==> config.mk <==
export PLATFORM = sky130hd
export DESIGN_NAME = ctech_clkreq_responder
export DESIGN_NICKNAME = d
export VERILOG_FILES = /design/src/rtl/ctech_clkreq_responder.sv
export SDC_FILE = /design/constraint.sdc
export NUM_CORES = 1
export LEC_CHECK = 0
export ABC_CLOCK_PERIOD_IN_PS = 4600
export CAP_MARGIN = 25
export CORE_MARGIN = 10
export CORE_UTILIZATION = 25
export CTS_CLUSTER_DIAMETER = 50
export CTS_CLUSTER_SIZE = 10
export DETAILED_ROUTE_END_ITERATION = 8
export GPL_TIMING_DRIVEN = 1
export PLACE_DENSITY = 0.44
export RECOVER_POWER = 50
export SLEW_MARGIN = 20
export SYNTH_ARGS = -nofsm -noshare
export SYNTH_HDL_FRONTEND = slang
export SYNTH_SLANG_ARGS = --single-unit
==> constraint.sdc <==
create_clock -name clk -period 4.6 [get_ports clk]
set_input_delay 1.15 -clock clk [delete_from_list [all_inputs] [get_ports clk]]
set_output_delay 1.15 -clock clk [all_outputs]
set_load 0.02 [all_outputs]
==> src/rtl/ctech_clkreq_responder.sv <==
// ctech_clkreq_responder
// Responder side of the four-phase clkreq/clkack handshake for one gated
// clock domain. The asynchronous request is synchronized, the clock-gate
// enable is raised first, and the acknowledge follows only after a wake
// settle delay. When the request drops, the clock is held on for a
// programmable hysteresis window before the gate is closed.
//
// state | meaning
// ------+-------------------------------------------------------------
// OFF   | gate closed, no request seen
// WAKE  | gate open, waiting WAKE_CYC cycles for the clock to settle
// ON    | clock running, clkack follows the synchronized request
// HOLD  | request gone, clock kept running for hyst_i+1 cycles
module ctech_clkreq_responder #(
    parameter int SYNC_STAGES = 2,
    parameter int WAKE_CYC    = 4,
    parameter int HYST_W      = 8
) (
    input  logic              clk,
    input  logic              rst,
    input  logic              clkreq_i,
    input  logic              force_on_i,
    input  logic [HYST_W-1:0] hyst_i,
    output logic              gate_en_o,
    output logic              clkack_o,
    output logic [1:0]        state_o
);

    // Wake counter only needs to hold WAKE_CYC-1; keep at least one bit.
    localparam int WCW = (WAKE_CYC > 1) ? $clog2(WAKE_CYC) : 1;
    localparam logic [WCW-1:0]    WAKE_LOAD = WCW'(WAKE_CYC - 1);
    localparam logic [WCW-1:0]    WAKE_ONE  = WCW'(1);
    localparam logic [HYST_W-1:0] HYST_ONE  = HYST_W'(1);

    typedef enum logic [1:0] {
        ST_OFF  = 2'd0,
        ST_WAKE = 2'd1,
        ST_ON   = 2'd2,
        ST_HOLD = 2'd3
    } state_t;

    // Reject illegal parameterizations at elaboration time.
    generate
        if (SYNC_STAGES < 2) begin : g_bad_sync
            $error("SYNC_STAGES must be at least 2");
        end
        if (WAKE_CYC < 1) begin : g_bad_wake
            $error("WAKE_CYC must be at least 1");
        end
        if (HYST_W < 1) begin : g_bad_hyst
            $error("HYST_W must be at least 1");
        end
    endgenerate

    logic [SYNC_STAGES-1:0] sync_q;
    logic                   req_s;

    state_t                 state_q,    state_d;
    logic [WCW-1:0]         wake_cnt_q, wake_cnt_d;
    logic [HYST_W-1:0]      hyst_cnt_q, hyst_cnt_d;
    logic                   gate_en_q;
    logic                   clkack_q;

    // Request synchronizer: the only place clkreq_i is sampled.
    always_ff @(posedge clk or posedge rst) begin
        if (rst) begin
            sync_q <= '0;
        end else begin
            sync_q <= {sync_q[SYNC_STAGES-2:0], clkreq_i};
        end
    end

    assign req_s = sync_q[SYNC_STAGES-1];

    // Next-state and counter logic; the request wins over hysteresis expiry.
    always_comb begin
        state_d    = state_q;
        wake_cnt_d = wake_cnt_q;
        hyst_cnt_d = hyst_cnt_q;
        unique case (state_q)
            ST_OFF: begin
                if (req_s || force_on_i) begin
                    state_d    = ST_WAKE;
                    wake_cnt_d = WAKE_LOAD;
                end
            end
            ST_WAKE: begin
                // A withdrawn request is not acted on here; ON will see it.
                if (wake_cnt_q == '0) begin
                    state_d = ST_ON;
                end else begin
                    wake_cnt_d = wake_cnt_q - WAKE_ONE;
                end
            end
            ST_ON: begin
                if (!req_s) begin
                    state_d    = ST_HOLD;
                    hyst_cnt_d = hyst_i;
                end
            end
            ST_HOLD: begin
                if (req_s) begin
                    // Clock never stopped, so no wake delay is needed.
                    state_d = ST_ON;
                end else if (force_on_i) begin
                    hyst_cnt_d = hyst_i;
                end else if (hyst_cnt_q == '0) begin
                    state_d = ST_OFF;
                end else begin
                    hyst_cnt_d = hyst_cnt_q - HYST_ONE;
                end
            end
            default: begin
                state_d = ST_OFF;
            end
        endcase
    end

    // FSM registers with registered gate enable and acknowledge.
    always_ff @(posedge clk or posedge rst) begin
        if (rst) begin
            state_q    <= ST_OFF;
            wake_cnt_q <= '0;
            hyst_cnt_q <= '0;
            gate_en_q  <= 1'b0;
            clkack_q   <= 1'b0;
        end else begin
            state_q    <= state_d;
            wake_cnt_q <= wake_cnt_d;
            hyst_cnt_q <= hyst_cnt_d;
            // Dedicated flop so the gate enable never glitches on state decode.
            gate_en_q  <= (state_d != ST_OFF);
            // Only acknowledged from ON, where gate_en is guaranteed high.
            clkack_q   <= (state_q == ST_ON) && req_s;
        end
    end

    assign gate_en_o = gate_en_q;
    assign clkack_o  = clkack_q;
    assign state_o   = state_q;

endmodule
==> results of run 1 <==
==> critical path, cell delays in order <==
cell             delay, ns
clkdlybuf4s50_1       0.45
or4bb_1               0.55
o31ai_4               0.52
o21bai_1              0.19
o2bb2ai_1             0.13
==> how the worst max path moves through the flow <==
stage,startpoint,to,cells after the start
after CTS,force_on_i,hyst_cnt_q[4],5
after global routing,force_on_i,hyst_cnt_q[5],5
final,force_on_i,hyst_cnt_q[4],5
after global placement,force_on_i,hyst_cnt_q[4],5
after detailed placement,force_on_i,hyst_cnt_q[4],5
after floorplan,force_on_i,hyst_cnt_q[5],4
==> routing by layer <==
metal  wire (um)  up-vias  part of all wire (%)
met3         100        2                   5.1
met2         965        9                    49
met5           0        -                     0
li1            -      365                     -
met1         879      340                    45
met4          12        0                  0.61
==> cells by family after synthesis <==
| family | after synthesis | synth area share, % |
|---|---|---|
| fa+ha+maj | 3 | 4.23 |
| simple gates | 30 | 19.0 |
| mux | 1 | 1.27 |
| compound gates | 33 | 25.2 |
| buf+inv | 10 | 5.08 |
| flops | 16 | 45.1 |
==> area by class of cell <==
type                    instances  area [sq um]  share of cell area [%]
repair buffers                 15           150                    13.7
inverters                       6          22.5                    2.06
clock buffers                   3          22.5                    2.06
flip-flops and latches         16           400                    36.6
multi-input cells              67           442                    40.3
well taps                      46          57.6                    5.26
==> metrics by stage <==
stage | hold WS [ns] | total power [mW] | std cells
final | 0.359 | 0.617 | 153
after global placement | 0.333 | 0.544 | 150
after global routing | 0.369 | 0.674 | 153
after detailed placement | 0.337 | 0.550 | 150
after CTS | 0.359 | 0.626 | 153
after floorplan | 0.331 | 0.465 | 93
==> power by group <==
| part | leakage, nW | total, mW | internal (mW) | switching, mW |
|---|---|---|---|---|
| registers | 0.186 | 0.264 | 0.195 | 0.0693 |
| logic | 0.241 | 0.278 | 0.127 | 0.151 |
| clock network | 0.0138 | 0.0738 | 0.0304 | 0.0434 |
| total | 0.440 | 0.617 | 0.352 | 0.264 |
==> sequential cells by signal (all words and copies together), names as in the netlist <==
signal	flops
gate_en_o	1
clkack_o	1
hyst_cnt_q	8
sync_q	2
state_o	2
wake_cnt_q	2
==> cell usage in the layout, fill, tap and decap left out, drive strengths merged, types with 2 or more instances in the layout <==
| cell | instances |
|---|---|
| ha | 3 |
| clkdlybuf4s50 | 13 |
| inv | 6 |
| dfrtp | 16 |
| o21ai | 12 |
| dlygate4sd3 | 2 |
| a21oi | 11 |
| nor2 | 9 |
| clkbuf | 3 |
| o2bb2ai | 2 |
| nand2 | 2 |
| nand2b | 2 |
| nor4 | 4 |
| nor3 | 6 |
==> cells in the mapped netlist (all sizes together) <==
| cell type | number | area [sq um] |
|---|---|---|
| o21bai | 1 | 7.51 |
| o2bb2ai | 2 | 17.5 |
| ha | 3 | 37.5 |
| mux2 | 1 | 11.3 |
| a22oi | 1 | 7.51 |
| inv | 6 | 22.5 |
| clkbuf | 3 | 11.3 |
| a211o | 1 | 10.0 |
| nand3b | 1 | 7.51 |
| o21ba | 1 | 10.0 |
| buf | 1 | 11.3 |
| dfrtp | 16 | 400 |
| nand2 | 2 | 7.51 |
| or2 | 1 | 6.26 |
| a21boi | 1 | 7.51 |
| o31ai | 1 | 21.3 |
| nor3 | 6 | 30.0 |
| a21oi | 11 | 55.1 |
| and2b | 1 | 8.76 |
| nand2b | 2 | 12.5 |
| o21ai | 12 | 71.3 |
| or3 | 1 | 6.26 |
| and3b | 1 | 8.76 |
| or4bb | 1 | 11.3 |
| nor2 | 9 | 33.8 |
| a22o | 1 | 8.76 |
| or4 | 1 | 11.3 |
| a21o | 1 | 7.51 |
| nor4 | 4 | 25.0 |
==> metrics.txt, run 1 <==
# TYPE chip_impl_metric gauge
chip_impl_metric{name="synth_cells",unit=""} 93
chip_impl_metric{name="place.port_buffers",unit=""} 15
chip_impl_metric{name="route.vias.total",unit=""} 716
chip_impl_metric{name="worst_slack",unit="ns"} 1.83
chip_impl_metric{name="worst_setup_slack_before_clock_tree_synthesis",unit="ns"} 1.51
chip_impl_metric{name="met1_grt_util",unit="%"} 7.46
chip_impl_metric{name="synth-seq-area-share",unit="%"} 45.1
chip_impl_metric{name="floorplan.die.width",unit="um"} 79.6
chip_impl_metric{name="worst_ir_drop_vdd",unit="mV"} 0.200
chip_impl_info{name="timing.hold.worst_endpoint",value="sync_q[1]"} 1
chip_impl_metric{name="tightest_slew",unit="ns"} 0.744
chip_impl_metric{name="post_cts_resize_count",unit=""} 0
chip_impl_metric{name="layout-drive-gt1-share",unit="%"} 11.2
chip_impl_metric{name="synth.distinct_cells",unit=""} 30
chip_impl_metric{name="finalInstanceArea",unit="sq mm"} 0.00109
chip_impl_metric{name="groute.layer.met2.usage",unit="%"} 11.7
chip_impl_info{name="timing.critical_path.from_type",value="primary input"} 1
chip_impl_metric{name="grt_pass1_wl",unit="um"} 3450
chip_impl_metric{name="insertedDiodeCount",unit=""} 0
chip_impl_info{name="critPathCaptureType",value="register"} 1
chip_impl_metric{name="drt_wl_total",unit="um"} 1960
chip_impl_metric{name="tritoncts.num_buffers",unit=""} 3
chip_impl_metric{name="grt_antenna_before_repair",unit=""} 0
chip_impl_info{name="status",value="completed"} 1
chip_impl_metric{name="clk_pin_slew",unit="ns"} 0.10
chip_impl_metric{name="post_route_skew",unit="ns"} 0.00760
chip_impl_metric{name="fp.coreArea",unit="sq mm"} 0.00339
chip_impl_metric{name="timing.final.crit_share",unit="%"} 60.3
chip_impl_metric{name="synth_fp_nets",unit=""} 108
chip_impl_metric{name="source_to_sink_clock_delay_at_the_later_pin_of_the_worst_skew_pair",unit="ns"} 0.29
chip_impl_metric{name="gr-usage-met3",unit="%"} 2.82
chip_impl_info{name="hp-class",value="reg2reg"} 1
chip_impl_metric{name="timing.fmax",unit="MHz"} 361
chip_impl_metric{name="drv_cap",unit=""} 0
chip_impl_metric{name="cts.sink_count",unit=""} 16
chip_impl_metric{name="detailedPlacementHpwl",unit="um"} 1490
chip_impl_metric{name="final.fill_count",unit=""} 358
chip_impl_metric{name="min_path_cells",unit=""} 0
chip_impl_metric{name="grt_use_total",unit="%"} 6.68
chip_impl_metric{name="first_global_vias",unit=""} 730
chip_impl_metric{name="ctsHtreeMaxLevel",unit=""} 1
chip_impl_metric{name="drtPass1Iterations",unit=""} 4
chip_impl_metric{name="gp_routability_congestion",unit=""} 0.698
chip_impl_metric{name="area_of_the_mapped_netlist",unit="sq um"} 887
chip_impl_metric{name="total_leakage_power",unit="nW"} 0.440
chip_impl_metric{name="start_util",unit="%"} 26.2
chip_impl_metric{name="syn_area_per_cell",unit="sq um"} 9.54
chip_impl_info{name="top_usage_layer",value="met2"} 1
chip_impl_info{name="grt_setup_unrepaired",value="false"} 1
chip_impl_info{name="critical_path.reg2reg.endpoint",value="hyst_cnt_q[4]"} 1
chip_impl_metric{name="finalCriticalPeriod",unit="ns"} 2.77
chip_impl_info{name="crit_type",value="in2reg"} 1
chip_impl_metric{name="grt.overflow.total",unit=""} 0
chip_impl_metric{name="remaining_routing_drc_violations",unit=""} 0
chip_impl_metric{name="drt_iter0_markers",unit=""} 29
chip_impl_metric{name="worst_ep_required_time",unit="ns"} 4.82
chip_impl_metric{name="reg2reg_slack",unit="ns"} 2.45
chip_impl_metric{name="ctsHoldBuffers",unit=""} 0
chip_impl_metric{name="relSlewSlack",unit="%"} 50.2
chip_impl_metric{name="worst_ep_arrival_time",unit="ns"} 2.99
chip_impl_metric{name="timing.reg2reg.worst_path_depth",unit=""} 6
chip_impl_metric{name="design.portCount",unit=""} 16
chip_impl_metric{name="die-height",unit="um"} 79.6
chip_impl_metric{name="grt_start_max_net_pins",unit=""} 23
chip_impl_info{name="clock_tree.root_cell",value="clkbuf_4"} 1
chip_impl_metric{name="layout.core_utilization",unit="%"} 32.3
chip_impl_metric{name="path_max_fanout",unit=""} 13
chip_impl_metric{name="area_delta_synth_final",unit="%"} 23.4
chip_impl_info{name="min-delay-start",value="sync_q[0]"} 1
chip_impl_metric{name="final-setup-viol-count",unit=""} 0
chip_impl_metric{name="finalSetupTns",unit="ns"} 0
chip_impl_metric{name="fp.dieArea",unit="sq mm"} 0.00633
chip_impl_info{name="regToRegStartpoint",value="hyst_cnt_q[0]"} 1
chip_impl_metric{name="routed_via_density",unit=""} 4.68
chip_impl_metric{name="fin_nets",unit=""} 124
chip_impl_metric{name="placed_area",unit="sq mm"} 0.00107
chip_impl_metric{name="postSynthRegisterBits",unit=""} 16
chip_impl_info{name="cts_tree",value="built"} 1
chip_impl_metric{name="finalMaxSlewViolations",unit=""} 0
chip_impl_metric{name="rows",unit=""} 21
chip_impl_metric{name="post_cts.repair.setup_buffers",unit=""} 0
chip_impl_metric{name="detail_route.wl_per_cell",unit="um"} 12.8
chip_impl_metric{name="antenna_left",unit=""} 0
chip_impl_metric{name="power_density_of_the_placed_cells",unit="mW/mm^2"} 563
chip_impl_metric{name="clk_path_buf_depth",unit=""} 2
chip_impl_metric{name="hold_viol_final",unit=""} 0
chip_impl_metric{name="yosys_warnings",unit=""} 0
No activity file was read; power rests on OpenSTA's default activity.
==> inputs of run 2 (changes only) <==
--- a/config.mk
+++ b/config.mk
@@ -5,7 +5,7 @@
 export SDC_FILE = /design/constraint.sdc
 export NUM_CORES = 1
 export LEC_CHECK = 0
-export ABC_CLOCK_PERIOD_IN_PS = 4600
+export ABC_CLOCK_PERIOD_IN_PS = 2200
 export CAP_MARGIN = 25
 export CORE_MARGIN = 10
 export CORE_UTILIZATION = 25
@@ -13,7 +13,7 @@
 export CTS_CLUSTER_SIZE = 10
 export DETAILED_ROUTE_END_ITERATION = 8
 export GPL_TIMING_DRIVEN = 1
-export PLACE_DENSITY = 0.44
+export PLACE_DENSITY = 0.46
 export RECOVER_POWER = 50
 export SLEW_MARGIN = 20
 export SYNTH_ARGS = -nofsm -noshare
==> constraint.sdc (replaced) <==
create_clock -name clk -period 2.2 [get_ports clk]
set_input_delay 0.55 -clock clk [delete_from_list [all_inputs] [get_ports clk]]
set_output_delay 0.55 -clock clk [all_outputs]
set_load 0.02 [all_outputs]
==> run 2 against run 1 <==
Critical path depth is 4 lower. Worst hold slack worse by 0.0035 ns. Non-clock buffer count increased by 7. Clock skew is essentially flat. Routed wire length increased by 6.5%. First-iteration DRC count is 110% higher. Total power increased by 130%. Final cell count is 5.2% higher. Sequential share of layout area is 2.5 points lower. Critical endpoint is now state_o[1].
==> metrics.txt, run 2 (same netlist as run 1, synthesis figures left out) <==
# TYPE chip_impl_metric gauge
chip_impl_metric{name="fin_nets",unit=""} 131
chip_impl_metric{name="drtPass1Iterations",unit=""} 4
chip_impl_metric{name="insertedDiodeCount",unit=""} 0
chip_impl_info{name="crit_type",value="reg2out"} 1
chip_impl_metric{name="cp_slowest_stage_delay",unit="ns"} 0.67
chip_impl_info{name="grt_setup_unrepaired",value="false"} 1
chip_impl_metric{name="timing.final.crit_share",unit="%"} 92.6
chip_impl_metric{name="gp_routability_congestion",unit=""} 0.724
chip_impl_metric{name="non_filler_instance_count_after_layout",unit=""} 161
chip_impl_metric{name="grt_use_total",unit="%"} 7.14
chip_impl_metric{name="grt.overflow.total",unit=""} 0
chip_impl_metric{name="post_cts_resize_count",unit=""} 0
chip_impl_info{name="regMostFlops",value="hyst_cnt_q"} 1
chip_impl_metric{name="timing.fmax",unit="MHz"} 491
chip_impl_metric{name="final-setup-viol-count",unit=""} 0
chip_impl_metric{name="dp_cells",unit=""} 157
chip_impl_metric{name="hold_viol_final",unit=""} 0
chip_impl_metric{name="layout-drive-gt1-share",unit="%"} 17.4
chip_impl_metric{name="worst_ep_arrival_time",unit="ns"} 1.49
chip_impl_metric{name="fp.coreArea",unit="sq mm"} 0.00339
chip_impl_info{name="cts_tree",value="built"} 1
chip_impl_metric{name="ctsHtreeMaxLevel",unit=""} 1
chip_impl_metric{name="grt_antenna_before_repair",unit=""} 0
chip_impl_metric{name="finalCriticalPeriod",unit="ns"} 2.04
chip_impl_metric{name="start_util",unit="%"} 26.2
chip_impl_info{name="status",value="completed"} 1
chip_impl_info{name="critPathCaptureType",value="primary output"} 1
chip_impl_metric{name="fp.dieArea",unit="sq mm"} 0.00633
chip_impl_metric{name="worst_ep_required_time",unit="ns"} 1.65
chip_impl_metric{name="drt_iter0_markers",unit=""} 60
chip_impl_metric{name="route.vias.total",unit=""} 760
chip_impl_metric{name="worst_ir_drop_vdd",unit="mV"} 0.381
chip_impl_metric{name="power.share.clock",unit="%"} 14.2
chip_impl_metric{name="netSwitchingFraction",unit="%"} 41.2
chip_impl_metric{name="detailedPlacementHpwl",unit="um"} 1600
chip_impl_metric{name="power_share_of_the_combinational_group",unit="%"} 46.1
chip_impl_metric{name="design.portCount",unit=""} 16
chip_impl_metric{name="p_sw",unit="mW"} 0.577
chip_impl_metric{name="finalSetupTns",unit="ns"} 0
chip_impl_info{name="mostFrequentLayoutCells",value="16 x dfrtp_1, 13 x clkdlybuf4s50_1, 11 x a21oi_1"} 1
chip_impl_info{name="clock_tree.root_cell",value="clkbuf_4"} 1
chip_impl_metric{name="rows",unit=""} 21
chip_impl_metric{name="power_density_of_the_placed_cells",unit="mW/mm^2"} 1190
chip_impl_metric{name="finalMaxSlewViolations",unit=""} 0
chip_impl_metric{name="total_leakage_power",unit="nW"} 0.487
chip_impl_info{name="layout.cells.most_common",value="dfrtp_1"} 1
chip_impl_metric{name="post_route_skew",unit="ns"} 0.00740
chip_impl_metric{name="worst_setup_slack_before_clock_tree_synthesis",unit="ns"} -0.144
chip_impl_metric{name="post_cts.repair.setup_buffers",unit=""} 0
chip_impl_metric{name="grt_start_max_net_pins",unit=""} 23
chip_impl_metric{name="relSlewSlack",unit="%"} 58.2
chip_impl_metric{name="routed_via_density",unit=""} 4.72
chip_impl_metric{name="worst_slack",unit="ns"} 0.162
chip_impl_metric{name="detail_route.wl_per_cell",unit="um"} 13.0
chip_impl_metric{name="antenna_left",unit=""} 0
chip_impl_metric{name="first_global_vias",unit=""} 760
chip_impl_metric{name="drt_wl_total",unit="um"} 2090
chip_impl_metric{name="ctsHoldBuffers",unit=""} 0
chip_impl_metric{name="layout.core_utilization",unit="%"} 34.6
chip_impl_metric{name="die-height",unit="um"} 79.6
chip_impl_metric{name="max_reg_flops",unit=""} 8
chip_impl_metric{name="floorplan.die.width",unit="um"} 79.6
chip_impl_metric{name="share_seq_of_total_power",unit="%"} 39.7
chip_impl_metric{name="cell_internal_pwr",unit="mW"} 0.822
chip_impl_metric{name="clk_path_buf_depth",unit=""} 2
chip_impl_metric{name="area_delta_synth_final",unit="%"} 32.3
chip_impl_info{name="timing.critical_path.from_type",value="register"} 1
chip_impl_metric{name="finalInstanceArea",unit="sq mm"} 0.00117
chip_impl_metric{name="remaining_routing_drc_violations",unit=""} 0
chip_impl_metric{name="place.port_buffers",unit=""} 15
chip_impl_info{name="hp-class",value="reg2reg"} 1
chip_impl_metric{name="clk_pin_slew",unit="ns"} 0.10
chip_impl_metric{name="source_to_sink_clock_delay_at_the_later_pin_of_the_worst_skew_pair",unit="ns"} 0.29
chip_impl_metric{name="drv_cap",unit=""} 0
chip_impl_info{name="crit_chain",value="clkdlybuf4s50_1"} 1
chip_impl_metric{name="tritoncts.num_buffers",unit=""} 3
chip_impl_metric{name="path_max_fanout",unit=""} 10
chip_impl_info{name="worst_path_dominant_cell_family",value="buffers and inverters"} 1
chip_impl_metric{name="tightest_slew",unit="ns"} 0.627
chip_impl_metric{name="placed_area",unit="sq mm"} 0.00114
chip_impl_info{name="timing.critical_path.slowest_stage_cell",value="clkdlybuf4s50_1"} 1
chip_impl_metric{name="cts.sink_count",unit=""} 16
chip_impl_metric{name="critical_path_buf_inv_count",unit=""} 1
chip_impl_metric{name="grt_pass1_wl",unit="um"} 3730
run 2: cell types whose count changed in the layout (fill, tap and decap cells not counted), sizes merged:
cell,delta
buf,+7
clkbuf,+1
run 2: final timing paths:
kind	from	to	slack, ns	depth (start not counted)
min in group asynchronous	rst	state_o[1]	0.76	2
worst min-delay path	sync_q[0]	sync_q[1]	0.36	0
worst max-delay path	state_o[1]	state_o[1]	0.16	1
max in group asynchronous	rst	wake_cnt_q[1]	1.03	2
worst max register to register	hyst_cnt_q[0]	hyst_cnt_q[2]	0.18	6
worst min register to register	sync_q[0]	sync_q[1]	0.36	0
run 2: power groups by stage:
stage,combinational (mW),clock [mW],sequential (mW)
2_1_floorplan,0.430,0,0.542
3_5_place_dp,0.653,0,0.564
6_report,0.644,0.199,0.555
3_3_place_gp,0.638,0,0.559
4_1_cts,0.655,0.205,0.558
5_1_grt,0.727,0.219,0.585
run 2: final cells by class:
cell class,instances,area [sq um]
Timing Repair Buffer,22,215
Sequential cell,16,400
Tap cell,46,57.6
Fill cell,347,2220
Inverter,6,22.5
Clock buffer,4,36.3
Multi-Input combinational cell,67,442
run 2: metal layers:
layer	global-route usage, %	wire length (um)	vias to the layer above
met3	2.25	96	4
met4	2.69	27	0
met5	0	0	-
li1	-	-	384
met2	10.4	954	14
met1	9.56	1010	358
run 2: metrics by stage:
step	hold WS, ns	total power, mW
3_3_place_gp	0.334	1.20
6_report	0.355	1.40
3_5_place_dp	0.335	1.22
2_1_floorplan	0.331	0.972
4_1_cts	0.358	1.42
5_1_grt	0.365	1.53
